## src/rtl/mem_arbiter.sv

```systemverilog
// Two-requester (instruction fetch / data) arbiter in front of a single-port memory with fixed read latency.
// Define MEM_ARBITER_RR_EN for round-robin on contention; otherwise data requests always win.
module mem_arbiter #(
    parameter int DWIDTH     = 32,
    parameter int AWIDTH_MEM = 32,
    parameter int MEM_LAT    = 2
) (
    input  logic                  ma_clk,
    input  logic                  ma_rst,
    input  logic                  if_req,
    input  logic [AWIDTH_MEM-1:0] if_addr,
    output logic                  if_gnt,
    output logic                  if_valid,
    output logic [DWIDTH-1:0]     if_rdata,
    input  logic                  dm_req,
    input  logic                  dm_we,
    input  logic [AWIDTH_MEM-1:0] dm_addr,
    input  logic [DWIDTH-1:0]     dm_wdata,
    output logic                  dm_gnt,
    output logic                  dm_valid,
    output logic [DWIDTH-1:0]     dm_rdata,
    output logic                  mem_ce,
    output logic                  mem_we,
    output logic [AWIDTH_MEM-1:0] mem_addr,
    output logic [DWIDTH-1:0]     mem_wdata,
    input  logic [DWIDTH-1:0]     mem_rdata
);

    typedef enum logic [1:0] {
        IDLE    = 2'd0,
        BUSY_IF = 2'd1,
        BUSY_DM = 2'd2
    } state_t;

    localparam logic [3:0] LAT_M1 = 4'(MEM_LAT - 1);

    state_t                  state_q, state_d;
    logic [3:0]              cnt_q, cnt_d;
    logic                    last_grant_q, last_grant_d;
    logic                    store_q, store_d;
    logic                    if_gnt_q, if_gnt_d;
    logic                    dm_gnt_q, dm_gnt_d;
    logic                    if_valid_q, if_valid_d;
    logic                    dm_valid_q, dm_valid_d;
    logic [DWIDTH-1:0]       if_rdata_q, if_rdata_d;
    logic [DWIDTH-1:0]       dm_rdata_q, dm_rdata_d;
    logic                    mem_ce_q, mem_ce_d;
    logic                    mem_we_q, mem_we_d;
    logic [AWIDTH_MEM-1:0]   mem_addr_q, mem_addr_d;
    logic [DWIDTH-1:0]       mem_wdata_q, mem_wdata_d;

    logic                    dm_wins;
    logic                    pick_dm;
    logic                    can_grant;

`ifdef MEM_ARBITER_RR_EN
    assign dm_wins = ~last_grant_q;
`else
    assign dm_wins = 1'b1;
`endif

    // A single pending request is granted regardless of arbitration history.
    assign pick_dm   = dm_req & (~if_req | dm_wins);
    // The cycle carrying a valid pulse is the mandatory idle gap before the next grant.
    assign can_grant = (if_req | dm_req) & ~if_valid_q & ~dm_valid_q;

    always_comb begin
        state_d      = state_q;
        cnt_d        = cnt_q;
        last_grant_d = last_grant_q;
        store_d      = store_q;
        if_gnt_d     = 1'b0;
        dm_gnt_d     = 1'b0;
        if_valid_d   = 1'b0;
        dm_valid_d   = 1'b0;
        if_rdata_d   = if_rdata_q;
        dm_rdata_d   = dm_rdata_q;
        mem_ce_d     = 1'b0;
        mem_we_d     = 1'b0;
        mem_addr_d   = mem_addr_q;
        mem_wdata_d  = mem_wdata_q;

        unique case (state_q)
            IDLE: begin
                if (can_grant) begin
                    mem_ce_d     = 1'b1;
                    cnt_d        = LAT_M1;
                    last_grant_d = pick_dm;
                    if (pick_dm) begin
                        dm_gnt_d    = 1'b1;
                        mem_we_d    = dm_we;
                        mem_addr_d  = dm_addr;
                        mem_wdata_d = dm_wdata;
                        store_d     = dm_we;
                        state_d     = BUSY_DM;
                    end else begin
                        if_gnt_d   = 1'b1;
                        mem_addr_d = if_addr;
                        store_d    = 1'b0;
                        state_d    = BUSY_IF;
                    end
                end
            end
            BUSY_IF: begin
                if (cnt_q == 4'd0) begin
                    if_valid_d = 1'b1;
                    if_rdata_d = mem_rdata;
                    state_d    = IDLE;
                end else begin
                    cnt_d = cnt_q - 4'd1;
                end
            end
            BUSY_DM: begin
                if (cnt_q == 4'd0) begin
                    dm_valid_d = 1'b1;
                    if (!store_q) begin
                        dm_rdata_d = mem_rdata;
                    end
                    state_d = IDLE;
                end else begin
                    cnt_d = cnt_q - 4'd1;
                end
            end
            default: begin
                state_d = IDLE;
            end
        endcase
    end

    always_ff @(posedge ma_clk or negedge ma_rst) begin
        if (!ma_rst) begin
            state_q      <= IDLE;
            cnt_q        <= 4'd0;
            last_grant_q <= 1'b0;
            store_q      <= 1'b0;
            if_gnt_q     <= 1'b0;
            dm_gnt_q     <= 1'b0;
            if_valid_q   <= 1'b0;
            dm_valid_q   <= 1'b0;
            if_rdata_q   <= '0;
            dm_rdata_q   <= '0;
            mem_ce_q     <= 1'b0;
            mem_we_q     <= 1'b0;
            mem_addr_q   <= '0;
            mem_wdata_q  <= '0;
        end else begin
            state_q      <= state_d;
            cnt_q        <= cnt_d;
            last_grant_q <= last_grant_d;
            store_q      <= store_d;
            if_gnt_q     <= if_gnt_d;
            dm_gnt_q     <= dm_gnt_d;
            if_valid_q   <= if_valid_d;
            dm_valid_q   <= dm_valid_d;
            if_rdata_q   <= if_rdata_d;
            dm_rdata_q   <= dm_rdata_d;
            mem_ce_q     <= mem_ce_d;
            mem_we_q     <= mem_we_d;
            mem_addr_q   <= mem_addr_d;
            mem_wdata_q  <= mem_wdata_d;
        end
    end

    assign if_gnt    = if_gnt_q;
    assign dm_gnt    = dm_gnt_q;
    assign if_valid  = if_valid_q;
    assign dm_valid  = dm_valid_q;
    assign if_rdata  = if_rdata_q;
    assign dm_rdata  = dm_rdata_q;
    assign mem_ce    = mem_ce_q;
    assign mem_we    = mem_we_q;
    assign mem_addr  = mem_addr_q;
    assign mem_wdata = mem_wdata_q;

endmodule
```

## config.mk

```make
export PLATFORM = sky130hd
export DESIGN_NAME = mem_arbiter
export DESIGN_NICKNAME = d
export VERILOG_FILES = /design/src/rtl/mem_arbiter.sv
export SDC_FILE = /design/constraint.sdc
export NUM_CORES = 1
export LEC_CHECK = 0
export CAP_MARGIN = 20
export CORE_ASPECT_RATIO = 1.1
export CORE_MARGIN = 2
export CORE_UTILIZATION = 30
export CTS_CLUSTER_DIAMETER = 40
export DETAILED_ROUTE_END_ITERATION = 8
export GPL_ROUTABILITY_DRIVEN = 0
export GPL_TIMING_DRIVEN = 0
export PLACE_DENSITY = 0.7
export REMOVE_ABC_BUFFERS = 1
export SYNTH_ARGS = -nofsm -noshare
export SYNTH_HDL_FRONTEND = slang
export SYNTH_SLANG_ARGS = --single-unit
```

## constraint.sdc

```tcl
create_clock -name ma_clk -period 5.1 [get_ports ma_clk]
set_input_delay 1.53 -clock ma_clk [delete_from_list [all_inputs] [get_ports ma_clk]]
set_output_delay 1.53 -clock ma_clk [all_outputs]
set_load 0.1 [all_outputs]
```

==> impl_metrics.ini, run 1 <==
[run_status]
run_status = completed

[synth]
ys_types = 30
synth_area_sq_um = 5790
yosys_warnings = 0
synth_seq_area_share_pct = 61.0
syn_inst = 396
avgSynthCellArea_sq_um = 14.6
synth-seq-cells = 141

[placement]
dp_worst_setup_slack_ns = 1.64
io_buffers = 266
dp_hpwl_mm = 10.8
place_area_sq_um = 8680

[clock_tree]
cts_sinks = 141
insertion_delay_ns = 0.41
htreeDepth = 4
postCtsHoldBufs = 0
cts_tree = yes
path_clk_slew_ns = 0.06
cts_buffer_depth = 2
cts_resized = 0
cts-root-buf = clkbuf_16
numCtsBuffers = 17
postCtsSetupRepairBufs = 0

[cells_and_area]
final_area_sq_um = 9300
fin_nets = 800
layout_common_cells = clkdlybuf4s50_1, dfrtp_1, mux2_2, nand2_1
syn_to_final_growth_pct = 60.7
final_common_cell = clkdlybuf4s50_1
n_antenna_cell = 0
drive_gt1_share_pct = 20.9

[worst_setup_path]
critPathMaxStageDelay_ns = 1.16
cp_data_arrival_time_ns = 1.97
path_delay_family = buffers and inverters
cp_max_fo = 3
worstPathRequired_ns = 3.57
path_cells = clkdlybuf4s50_1
crit_path_start_kind = register
worstReg2RegStart = cnt_q[0]
r2r_end = dm_rdata[31]
slowest_stage = clkdlybuf4s50_1
reg2reg_slack_ns = 2.68
worstSetupStartpoint = if_valid
path_class = reg -> out
r2r_cells = 7
crit_buf_inv = 1
cp-end-kind = output port

[sta]
fin_ws_ns = 1.60
relSlewSlack_pct = 30.7
max_freq_mhz = 286
drv_slew = 0
rsz0062_at_grt = no
layout_min_cycle_time_ns = 3.50
finalHoldViolations = 0
setup_violations = 0
clock-skew-final_ns = 0.00868
post-route-period-util_pct = 68.6
tns_ns = 0
worst_slew_pin_slew_ns = 1.04

[grt]
grt_first_pass_wirelength_mm = 22.6
track_usage_pct = 14.4
antenna_found_initial = 0
grt_max_degree = 75
grt_overflow_total = 0
grt_pass1_vias = 4399

[hold_path]
whs_endpoint = mem_addr[17]
hold_path_depth = 2
hold_class = reg -> reg
worstHoldStart = mem_addr[17]

[floorplanning]
dieArea_sq_um = 20400
die_y_microns = 150
dieWidth_microns = 136
rows = 53
fp.coreArea_sq_um = 19000
io_pins = 267
initial_core_util_pct = 30.4

[routing]
vias = 4095
drt-initial-drc-count = 140
route.detailed.drc = 0
via_per_inst = 4.44
dr.pass1.iters = 4
ant_nets = 0
wl_per_cell_microns = 15.9
wl_mm = 14.7

[flow_run]
max_cap_viol_count = 0
==> logic make-up (layout without fill, tap and decap cells) <==
logic type               Yosys count  after routing  synth area share (%)
AO/OA/AOI/OAI                     43             43                  4.39
adder cells (fa/ha/maj)            4              4                 0.865
buffers and inverters             29            309                  3.33
flip-flops                       141            141                  61.0
multiplexers                     129            129                  26.3
AND/OR/NAND/NOR                   50             50                  4.11
==> registers in the layout, summed over array words and instances (netlist names) <==
signal     flops
dm_rdata      32
cnt_q          4
mem_ce         1
store_q        1
if_gnt         1
mem_wdata     32
state_q        2
if_rdata      32
dm_gnt         1
if_valid       1
dm_valid       1
mem_addr      32
mem_we         1
==> synthesized netlist by cell type <==
library cell,number,area share (%)
a21o_1,1,0.13
a22o_1,6,0.91
a31o_2,1,0.15
and2_1,2,0.22
and2_4,1,0.15
and2b_1,1,0.13
and3_1,1,0.11
buf_12,3,1.0
buf_2,13,1.1
buf_4,3,0.39
buf_6,1,0.19
clkbuf_1,3,0.19
dfrtp_1,141,61
ha_1,4,0.86
inv_1,6,0.39
mux2_2,66,13
mux2_4,30,7.8
mux2i_1,33,5.7
nand2_1,34,2.2
nand2b_1,1,0.11
nand3b_1,1,0.13
nor2_1,3,0.19
nor2b_1,2,0.22
nor2b_4,1,0.24
nor3_1,1,0.086
nor3b_2,1,0.22
o211ai_1,1,0.13
o21ai_0,33,2.9
o31ai_2,1,0.22
or3_1,1,0.11
==> worst max-delay path by stage <==
stage | endpoint | slack (ns) | cells past startpoint
4_1_cts | if_valid | 1.56 | 1
6_report | if_valid | 1.60 | 1
3_5_place_dp | mem_addr[11] | 1.64 | 8
3_3_place_gp | mem_addr[30] | -3.00 | 1
5_1_grt | if_valid | 1.54 | 1
2_1_floorplan | state_q[0] | 1.87 | 4
==> metal layers <==
layer  vias to the layer above  global-route usage, %  routed length (microns)
li1                       1911                      -                        -
met1                      1981                   16.3                     5770
met2                       187                   24.4                     7320
met3                        16                   5.83                     1380
met4                         0                   5.16                      218
met5                         -                      0                        0
==> stage by stage <==
stage | hold WS, ns | util, % | cells
2_1_floorplan | 0.481 | - | 373
4_1_cts | 0.485 | 48.9 | 923
3_5_place_dp | 0.471 | 45.6 | 891
6_report | 0.477 | 48.9 | 923
3_3_place_gp | 0.466 | 45.1 | 886
5_1_grt | 0.501 | 48.9 | 923
==> final cells by class <==
cell class | instances | area [sq um]
Tap cell | 247 | 309
Fill cell | 1668 | 9730
Multi-Input combinational cell | 226 | 2070
Timing Repair Buffer | 271 | 2760
Clock buffer | 18 | 429
Clock inverter | 14 | 185
Sequential cell | 141 | 3530
Inverter | 6 | 22.5
Power of run 1 is not shown: default switching activity piles up to over one toggle a cycle in this logic, so the estimate is an artifact.
==> run 2: changes to the inputs <==
clock period = 3.3 ns   (was 5.1 ns; I/O delays follow)
==> results of run 2 <==
The final DEF is identical to that of run 1. Status: completed.
Among the figures that moved: setup slack after placement 1.64 ns -> 0.383 ns; setup slack after layout 1.60 ns -> 0.344 ns; register-to-register setup slack 2.68 ns -> 0.88 ns
Power of run 2 is left out for the same reason.
==> edit 1, RTL diff (settings of run 2) <==
The 3 states of `state_t` get a one-hot encoding in 3 bits.
--- a/src/rtl/mem_arbiter.sv
+++ b/src/rtl/mem_arbiter.sv
@@ -26,10 +26,10 @@
     input  logic [DWIDTH-1:0]     mem_rdata
 );
 
-    typedef enum logic [1:0] {
-        IDLE    = 2'd0,
-        BUSY_IF = 2'd1,
-        BUSY_DM = 2'd2
+    typedef enum logic [2:0] {
+        IDLE    = 3'b001,
+        BUSY_IF = 3'b010,
+        BUSY_DM = 3'b100
     } state_t;
 
     localparam logic [3:0] LAT_M1 = 4'(MEM_LAT - 1);
Check against the original RTL: no difference found for any inputs over 4 cycles, from zero or initial values and one cycle with ma_rst low; so few cycles prove little.
==> edit 1 against run 2 <==
Sequential cell count increased by 1. Register-to-register slack lost 0.25 ns. Final area is 1.8% higher. Routed wire length is 0.66% higher. Worst hold slack improved by 0.0023 ns. Setup slack gained 0.028 ns. Synthesized area grew 3.7%. Largest cell class unchanged.
Power is not shown: default switching activity piles up to over one toggle a cycle in this logic, so the estimate is an artifact.
==> edit 1: results (changes against run 2) <==
| Metric | Value |
|---|---|
| CTS H-tree depth | `4 (unchanged)` |
| Routed wl met2 | `7420 µm (+1.4%)` |
| Met3 WL | `1050 µm (-24%)` |
| DR vias | `4194 (+2.4%)` |
| Sequential-to-total area share from yosys stat | `59.2% (-1.7 points)` |
| Fin Hold WS | `0.479 ns (+0.00233 ns)` |
| Final nets | `806 (+0.75%)` |
| Top cells by area, synth | `dfrtp_1 59%, mux2_4 15%, mux2_2 6.9%` |
| First-pass GRT wire length | `24300 µm (+7.3%)` |
| Worst r2r dst | `mem_wdata[20]` |
| Worst reg2reg startpoint | `state_q[0]` |
| Drt pass-1 iters | `5 (+1)` |
| Most common library cells after synthesis | `141 x dfrtp_1, 59 x mux2_4, 37 x mux2_2` |
| Clock skew | `0.00839 ns (-0.000289 ns)` |
| Hpwl dp | `11000 µm (+1.6%)` |
| Drt wl/cell | `15.8 µm (-0.84%)` |
| CP top delay family | `buffers and inverters` |
| Worst min-delay path endpoint | `mem_addr[30]` |
| CP Max Fanout | `2 (-1)` |
| Status | `finished clean` |
| Pin count of the biggest net entering global routing | `89 (+19%)` |
| Synth warnings | `0 (unchanged)` |
| GRT Util Overall | `14.3% (-0.10 points)` |
| Vias in the first global route | `4619 (+5.0%)` |
| Met1 WL | `6030 µm (+4.5%)` |
| Ratio of cells with drive above 1 in the final layout | `20.9% (about the same)` |
-- edit 1: area by class of cell --
cell class / instances / area [µm²]
fillers: 1744 / 10300
flip-flops and latches: 142 / 3550
repair buffers: 271 / 2770
multi-input cells: 234 / 2200
clock buffers: 17 / 425
well taps: 252 / 315
clock inverters: 15 / 175
inverters: 6 / 22.5
-- edit 1: worst min-delay path, stage by stage (launching register included) --
cell and delay [ns]:
dfrtp_1 0.34, nand2_1 0.05, o21ai_0 0.06
-- edit 1: worst max path at each step --
stage,from,end,slack [ns]
after floorplan,cnt_q[0],dm_rdata[22],0.54
after global placement,ma_rst,if_gnt,-4.24
final,if_rdata[4],if_rdata[4],0.37
after detailed placement,dm_req,mem_wdata[20],-0.10
after CTS,if_rdata[4],if_rdata[4],0.31
after global routing,dm_req,mem_wdata[21],0.19
-- edit 1: cell families after synthesis --
family / count (synthesis) / synth area share, %
flops: 142 / 59.2
buf+inv: 28 / 4.11
xor+xnor: 1 / 0.146
simple gates: 59 / 4.79
fa+ha+maj: 1 / 0.208
compound gates: 45 / 4.48
mux: 128 / 27.0
-- edit 1: through the flow --
stage	setup WS [ns]	instances	instance area, µm²	util [%]
after floorplan	0.545	382	5780	-
after CTS	0.314	937	9470	48.0
after global placement	-4.24	900	8760	44.4
final	0.372	937	9470	48.0
after global routing	0.189	937	9470	48.0
after detailed placement	-0.101	905	8870	45.0
-- edit 1: per-layer routing --
layer | GRT usage (%) | up-vias
met5 | 0 | -
met4 | 4.91 | 0
met3 | 5.06 | 19
met2 | 24.5 | 184
met1 | 16.6 | 2040
li1 | - | 1951
==> edit 2, RTL diff (config.mk and constraints of run 2) <==
Without the edit above. The parameter `DWIDTH` goes from 32 to 48.
--- a/src/rtl/mem_arbiter.sv
+++ b/src/rtl/mem_arbiter.sv
@@ -1,7 +1,7 @@
 // Two-requester (instruction fetch / data) arbiter in front of a single-port memory with fixed read latency.
 // Define MEM_ARBITER_RR_EN for round-robin on contention; otherwise data requests always win.
 module mem_arbiter #(
-    parameter int DWIDTH     = 32,
+    parameter int DWIDTH     = 48,
     parameter int AWIDTH_MEM = 32,
     parameter int MEM_LAT    = 2
 ) (
Ports: changed (5 resized); port bits go from 267 to 347. The function was not compared with the original's and may differ.
==> edit 2 against run 2 <==
Sequential share of layout area increased by 1.9 points. Critical path depth unchanged. Sequential cell count increased by 48. Final area increased by 28%. Setup slack got worse by 0.020 ns. Routed wire length increased by 33%. Synthesized area increased by 30%. Clock skew decreased by 0.0013 ns. Worst hold slack got worse by 0.00078 ns. Count of clock-buffer cells in the layout increased by 1. Critical endpoint is now dm_valid. Highest routed layer unchanged.
Power is not shown: default switching activity piles up to over one toggle a cycle in this logic, so the estimate is an artifact.
==> edit 2: results (changes against run 2) <==
| Metric | Value |
|---|---|
| Status | `finished clean` |
| DR vias | `5127 (+25%)` |
| Clk buf depth | `2 (unchanged)` |
| Pin count of the biggest net entering global routing | `101 (+35%)` |
| Number of port buffers | `346 (+30%)` |
| Final wirelength | `19500 µm (+33%)` |
| Drt pass-1 iters | `4 (unchanged)` |
| GRT Util Overall | `14.7% (+0.36 points)` |
| Worst-path clk slew | `0.07 ns` |
| Top cells by area, synth | `dfrtp_1 63%, mux2_2 18%, mux2i_1 4.4%` |
| Worst Reg2Reg Path Length in Cells | `6 (-1)` |
| Post-CTS Repair Setup Buffers | `0 (unchanged)` |
| CP Max Fanout | `3 (unchanged)` |
| Final nets | `1009 (+26%)` |
| Arr. time, crit path | `1.99 ns (+0.02 ns)` |
| Slew headroom | `28.9% (-1.9 points)` |
| Most common library cells after synthesis | `189 x dfrtp_1, 118 x mux2_2, 34 x nand2_1` |
| Vias in the first global route | `5402 (+23%)` |
| Reg2reg setup slack | `0.81 ns (-0.07 ns)` |
| DRT iter0 DRCs | `192 (+37%)` |
| CTS H-tree depth | `4 (unchanged)` |
| Sequential-to-total area share from yosys stat | `63.1% (+2.1 points)` |
| Hpwl dp | `14200 µm (+31%)` |
| First-pass GRT wire length | `30100 µm (+33%)` |
| Slowest-stage cell, CP | `clkdlybuf4s50_1` |
| Ratio of cells with drive above 1 in the final layout | `21.6% (+0.71 points)` |
| Clock skew | `0.00738 ns (-0.00130 ns)` |
| CP peak stage delay | `1.18 ns (+0.02 ns)` |
-- edit 2: changes by cell type in the layout (fill, tap and decap cells not counted), moves of 2 or more --
cell and change:
clkdlybuf4s50_1 +80, mux2_2 +52, dfrtp_1 +48, mux2_4 -10, mux2_1 +6, clkinv_4 -3, inv_8 +3, bufinv_16 -2
clkinv_2 +2, inv_6 -2
-- edit 2: cells by family after synthesis --
family          share of synthesized area [%]
buf+inv                                  2.77
compound gates                           3.39
fa+ha+maj                               0.667
mux                                      27.0
flops                                    63.1
simple gates                             3.10
-- edit 2: metal layers --
| layer | part of all wire (%) | global-route usage, % | vias up | wire length (µm) |
|---|---|---|---|---|
| met3 | 6.4 | 4.28 | 23 | 1240 |
| met1 | 40 | 17.3 | 2492 | 7900 |
| met4 | 2.3 | 5.64 | 0 | 454 |
| met2 | 51 | 25.6 | 183 | 9920 |
| met5 | 0 | 0 | - | 0 |
| li1 | - | - | 2429 | - |
-- edit 2: final cells by class --
class / instances / area [µm²]
Fill cell: 2201 / 12700
Inverter: 6 / 22.5
Tap cell: 310 / 388
Multi-Input combinational cell: 274 / 2570
Sequential cell: 189 / 4730
Timing Repair Buffer: 352 / 3590
Clock inverter: 13 / 133
Clock buffer: 19 / 443
-- edit 2: final timing paths --
path | from | end
max in group asynchronous | ma_rst | mem_wdata[7]
min reg2reg | mem_addr[6] | mem_addr[6]
min | mem_addr[6] | mem_addr[6]
min in group asynchronous | ma_rst | mem_addr[23]
max | dm_valid | dm_valid
max reg2reg | cnt_q[0] | dm_rdata[23]
-- edit 2: per-stage QoR --
step / instances / setup slack (ns) / instance area [µm²] / hold slack [ns]
after floorplan: 469 / 0.516 / 7320 / 0.441
after global placement: 1125 / -6.91 / 11200 / 0.456
after detailed placement: 1131 / 0.377 / 11300 / 0.466
after CTS: 1163 / 0.275 / 11900 / 0.485
after global routing: 1163 / 0.249 / 11900 / 0.506
final: 1163 / 0.324 / 11900 / 0.476
